File: src/rtl/pipe_stage_ctrl.sv
// Central stall/flush controller for the 5-stage pipeline.
// Owns the mul/div occupancy counter; all stage controls are decoded combinationally from state and requests.
module pipe_stage_ctrl #(
    parameter int unsigned MD_LATENCY = 32,
    parameter int unsigned CNT_WIDTH  = 6
) (
    input  logic       clk,
    input  logic       resetn,
    input  logic       i_load_use,
    input  logic       i_branch_taken,
    input  logic       i_md_start,
    input  logic       i_mem_stall,
    input  logic       i_exception,
    output logic       o_pc_we,
    output logic       o_ifid_we,
    output logic       o_idex_we,
    output logic       o_exmem_we,
    output logic       o_memwb_we,
    output logic       o_ifid_flush,
    output logic       o_idex_flush,
    output logic       o_exmem_flush,
    output logic       o_md_busy,
    output logic [1:0] o_state
);

    typedef enum logic [1:0] {
        RUN     = 2'd0,
        MD_BUSY = 2'd1,
        MD_DONE = 2'd2
    } state_t;

    localparam logic [CNT_WIDTH-1:0] MD_LOAD = CNT_WIDTH'(MD_LATENCY - 1);
    localparam logic [CNT_WIDTH-1:0] CNT_ONE = CNT_WIDTH'(1);

    state_t               state, state_nxt;
    logic [CNT_WIDTH-1:0] cnt, cnt_nxt;
    logic                 md_hold;

    // MD_DONE deliberately ignores i_md_start so the finished op can leave EX.
    assign md_hold = (state == RUN && i_md_start) || (state == MD_BUSY);

    always_comb begin
        o_pc_we       = 1'b1;
        o_ifid_we     = 1'b1;
        o_idex_we     = 1'b1;
        o_exmem_we    = 1'b1;
        o_memwb_we    = 1'b1;
        o_ifid_flush  = 1'b0;
        o_idex_flush  = 1'b0;
        o_exmem_flush = 1'b0;
        state_nxt     = state;
        cnt_nxt       = cnt;

        if (i_exception) begin
            o_ifid_flush  = 1'b1;
            o_idex_flush  = 1'b1;
            o_exmem_flush = 1'b1;
            state_nxt     = RUN;
            cnt_nxt       = '0;
        end else if (i_mem_stall) begin
            o_pc_we    = 1'b0;
            o_ifid_we  = 1'b0;
            o_idex_we  = 1'b0;
            o_exmem_we = 1'b0;
            o_memwb_we = 1'b0;
        end else if (md_hold) begin
            // Hold the front end; EX/MEM takes bubbles while the op iterates in EX.
            o_pc_we       = 1'b0;
            o_ifid_we     = 1'b0;
            o_idex_we     = 1'b0;
            o_exmem_flush = 1'b1;
            if (state == RUN) begin
                cnt_nxt   = MD_LOAD;
                state_nxt = MD_BUSY;
            end else if (cnt > CNT_ONE) begin
                cnt_nxt = cnt - CNT_ONE;
            end else begin
                cnt_nxt   = '0;
                state_nxt = MD_DONE;
            end
        end else if (i_branch_taken) begin
            o_ifid_flush = 1'b1;
            o_idex_flush = 1'b1;
            state_nxt    = RUN;
        end else if (i_load_use) begin
            o_pc_we      = 1'b0;
            o_ifid_we    = 1'b0;
            o_idex_flush = 1'b1;
            state_nxt    = RUN;
        end else begin
            state_nxt = RUN;
        end
    end

    always_ff @(posedge clk or negedge resetn) begin
        if (!resetn) begin
            state <= RUN;
            cnt   <= '0;
        end else begin
            state <= state_nxt;
            cnt   <= cnt_nxt;
        end
    end

    assign o_md_busy = (state == MD_BUSY);
    assign o_state   = state;

endmodule

File: config.mk
export PLATFORM = sky130hd
export DESIGN_NAME = pipe_stage_ctrl
export DESIGN_NICKNAME = d
export VERILOG_FILES = /design/src/rtl/pipe_stage_ctrl.sv
export SDC_FILE = /design/constraint.sdc
export NUM_CORES = 1
export LEC_CHECK = 0
export CAP_MARGIN = 20
export CORE_AREA = 10 10 47 49
export DETAILED_ROUTE_END_ITERATION = 7
export DIE_AREA = 0 0 57 59
export DONT_BUFFER_PORTS = 1
export GPL_TIMING_DRIVEN = 1
export PLACE_DENSITY = 0.53
export SLEW_MARGIN = 20
export SYNTH_ARGS = -nofsm -noshare
export SYNTH_HDL_FRONTEND = slang
export SYNTH_SLANG_ARGS = --single-unit
export TNS_END_PERCENT = 1
File: constraint.sdc
create_clock -name clk -period 1.8 [get_ports clk]
set_input_delay 0.18 -clock clk [delete_from_list [all_inputs] [get_ports clk]]
set_output_delay 0.18 -clock clk [all_outputs]
set_load 0.05 [all_outputs]
[Yosys cells after proc, flatten, opt, wreduce, memory -nomap -nowiden]
Index checks and enable logic that the tools add are counted.
Word-level totals
  register bits after elaboration: 8
Operators by class
  add/subtract/negate cells: 1
  magnitude comparators: 1
  eq/ne operators: 3
  multiplexer cells: 32
  reduce and logical (&&, ||, !) cells: 6
Operators with widths (count)
  two-way mux 6 bit: 5
  two-way mux 1 bit: 22
  two-way mux 2 bit: 5
  > comparator 6 x 1 -> 1 bit (second input constant): 1
  subtractor 6 x 1 -> 6 bit (second input constant): 1
  != test 4 bit (second input constant): 1
  AND reduction 2 bit: 2
  equality test 2 x 1 -> 1 bit (second input constant): 1
  logical NOT 2 bit: 1
  != test 2 x 1 -> 1 bit (second input constant): 1
  nonzero test 2 bit: 1
  logical AND 1 bit: 1
  logical OR 1 bit: 1

[Depth between registers and ports, before layout]
  depth after elaboration: 6
  depth in mapped cells: 6

[Worst setup path before layout]
OpenSTA, ideal clock, no wires.
  path type: reg-to-output
  start point: register state[1], in the netlist o_state[1]
  end point: output o_pc_we
  arrival time: 2175 ps
  data required time: 1620 ps
  slack: -555 ps
  cell stages (with the launch flop): 5
  buffers on the path: 1
  path through: dfrtp_1 o21ba_2 nor2_1 a21oi_1 buf_4
Between the ends
  word-level cells in the longest chain between the ends: 6
Ends and longest elaborated chain
  from (decl): line 35  | state_t state, state_nxt;
  from (signal assigned): line 100  | state <= state_nxt;
  logical NOT 2 bit: line 40  | assign md_hold = (state == RUN && i_md_start) || (state == MD_BUSY);
  logical AND 1 bit: line 40
  logical OR 1 bit (*): line 40
  two-way mux 1 bit (*) (3 in series)
  to (decl): line 14  | output logic o_pc_we,
Mark *: on every way between the ends. The rest lies on a longest branch, timed or not.

[Worst setup path after layout]
  start point: register state[1], in the netlist o_state[1]
  end point: output o_exmem_flush
Between the ends
  word-level cells in the longest chain between the ends: 6
Ends and longest elaborated chain
  logical NOT 2 bit: line 40
  logical AND 1 bit: line 40
  logical OR 1 bit (*): line 40
  two-way mux 1 bit (*): line 66  | end else if (md_hold) begin
  two-way mux 1 bit (*): line 60  | end else if (i_mem_stall) begin
  two-way mux 1 bit (*): line 54  | if (i_exception) begin
  to (decl): line 21  | output logic o_exmem_flush,
Marks and branches as above.

==> flow_summary.json <==
{
  "outcome": "finished, final reports clean",
  "yosysMostFrequentCell": "nor2_1",
  "max-vdd-ir-drop_v": 0.0004871,
  "reg2reg_slack_ns": 0.09,
  "yosys-top-cells-count": "nor2_1 (9), dfrtp_1 (8)",
  "antenna_found_initial": 0,
  "cts_tree": "done",
  "tightest_slew_ns": 0.4476,
  "grt_max_degree": 12,
  "rsz0062_at_grt": "no",
  "clk_path_buf_depth": 2,
  "grt_pass1_wl_mm": 2.601,
  "ant_nets": 0,
  "whs_ns": 0.04269,
  "yosysSeqAreaShare": 0.3587,
  "nets": 91,
  "ys_ff_latch": 8,
  "first_global_vias": 569,
  "ys.flop_type": "dfrtp_1",
  "ioPinCount": 18,
  "crit_path_max_fanout": 6,
  "die_area_mm2": 0.003363,
  "slowest_stage": "dfrtp_2",
  "finalClockSkew_ns": 0.01295,
  "syn_nets": 76,
  "via_per_inst": 5.691,
  "rows": 14,
  "stdcell_count": 97,
  "max_freq_ghz": 0.5747,
  "drc": 0,
  "track_usage": 0.09569,
  "firstDrtPassIters": 4,
  "arrival_ns": 1.56,
  "port_buffers": 0,
  "wire_per_inst_um": 15.56,
  "crit_type": "flop to output port",
  "core_mm2": 0.001401,
  "slowest_delay_ns": 0.43,
  "place_congestion": 0.8334,
  "ctsRootBufferMaster": "clkbuf_4",
  "holdPathStages": 1,
  "synth_top_area_cell": "dfrtp_1",
  "hold_start": "i_exception",
  "die_w_um": 57,
  "timing.rr.start": "cnt[0]",
  "maxSlewViolCount": 0,
  "min_period_ns": 1.740,
  "finalWorstSetupSlack_ns": 0.05993,
  "required_ns": 1.62,
  "num_antenna_cells": 0,
  "cp-end-kind": "output port",
  "synth_area_um2": 558.0,
  "pwr_density_cell_mw_per_mm2": 892.8,
  "max_cap_violations": 0,
  "min_path_type": "primary input to flop",
  "p_leak_nw": 0.3245,
  "syn_area_per_cell_um2": 8.329,
  "finalCritPeriodShare": 0.9667,
  "synth_top_area_frac": 0.3587,
  "async_flop_share": 1.000,
  "synthTopCellsByArea": "dfrtp_1 (36%), nor2_1 (6.1%), a21oi_1 (4.5%), ha_1 (4.5%), nor3_1 (4.5%)",
  "die_h_um": 59,
  "cts_made_buffers": 3,
  "yosysWarnings": 0,
  "pre_cts_ws_ns": 0.1062,
  "initial_core_util": 0.3982,
  "start_kind": "flop",
  "relSlewSlack": 0.6989,
  "totalWireLength_mm": 1.509,
  "dpl.cell_count": 91,
  "synth_edf_count": 0,
  "crit_chain": "or3_4, buf_6, or2b_1, buf_12",
  "place_hpwl_mm": 1.125,
  "syn2layout_area_growth_pct": 32.29,
  "grt_overflow": 0,
  "hold_viol_final": 0,
  "syn_inst": 67,
  "drt_iter0_markers": 9,
  "insertion_delay_ns": 0.26,
  "holdPathEnd": "cnt[3]",
  "r2r-end": "cnt[5]",
  "finalSetupViolCount": 0,
  "clkSinkCount": 8,
  "drive_gt1_frac": 0.2716,
  "post_cts_buffers": 0,
  "vias": 552,
  "synth.distinct_cells": 30,
  "tns_ns": 0,
  "rr_worst_depth": 5,
  "htree_levels": 1,
  "clk_pin_slew_worst_paths_ns": 0.07,
  "final_core_util": 0.5268
}
cell families (layout without fill, tap and decap cells):
| kind of cell | Yosys count | count (layout) | synth area share |
|---|---|---|---|
| flops | 8 | 8 | 0.3587 |
| compound gates | 22 | 22 | 0.2691 |
| buf+inv | 9 | 23 | 0.07621 |
| mux | 1 | 1 | 0.01794 |
| fa+ha+maj | 2 | 2 | 0.04484 |
| simple gates | 25 | 25 | 0.2332 |
worst max-delay path by stage:
stage               startpoint             to
finish              o_state[1]  o_exmem_flush
detailed placement      cnt[0]         cnt[5]
floorplan           o_state[1]         cnt[5]
global route        o_state[1]  o_exmem_flush
CTS                 o_state[1]  o_exmem_flush
global placement        cnt[0]         cnt[5]
final cells by class:
cell class / count / area [um^2]
Clock buffer: 4 / 26.28
Timing Repair Buffer: 14 / 138.9
Tap cell: 16 / 20.02
Inverter: 5 / 18.77
Fill cell: 153 / 663.1
Multi-Input combinational cell: 50 / 331.6
Sequential cell: 8 / 202.7
per-layer routing:
metal	GRT usage	up-vias	part of all wire
li1	-	270	-
met1	0.1088	262	0.43
met2	0.1442	14	0.47
met3	0.04292	6	0.075
met4	0.05705	0	0.023
met5	0	-	0
sequential cells by signal (all words and copies together) (netlist names):
register,cells
o_state,2
cnt,6
through the flow:
stage / instance area, um^2 / power, mW
6_report: 738.2 / 0.6591
5_1_grt: 738.2 / 0.6975
4_1_cts: 729.5 / 0.6588
3_5_place_dp: 683.2 / 0.4937
3_3_place_gp: 683.2 / 0.4943
2_1_floorplan: 571.8 / 0.4130
critical path, delay by kind of cell (launching register included):
| family | cells | cell delay [ns] |
|---|---|---|
| flops | 1 | 0.43 |
| simple gates | 2 | 0.59 |
| buf+inv | 2 | 0.28 |
where the power goes:
| group | switching, mW | total [mW] | internal [mW] |
|---|---|---|---|
| sequential | 0.0157 | 0.214 | 0.198 |
| clock | 0.0700 | 0.155 | 0.0852 |
| combinational | 0.178 | 0.290 | 0.112 |
cell usage in the layout, fill, tap and decap left out, types with 2 or more instances in the layout:
cell type      count
inv_1              5
clkbuf_4           3
nand2_1            2
nor3_1             5
dfrtp_1            6
o21a_1             2
dfrtp_2            2
buf_4              9
nor2_1             9
ha_1               2
buf_12             2
a21oi_1            4
nand2b_1           2
o21ai_0            5
a211oi_1           2
dlygate4sd3_1      2
timing repair:
action                                  in CTS  in global routing
hold buffers                                 2                  0
hold endpoints to repair                    13                  0
endpoints found under the setup margin       0                  1
resized for setup                            0                  2
Power figures use the tool's default switching activity.
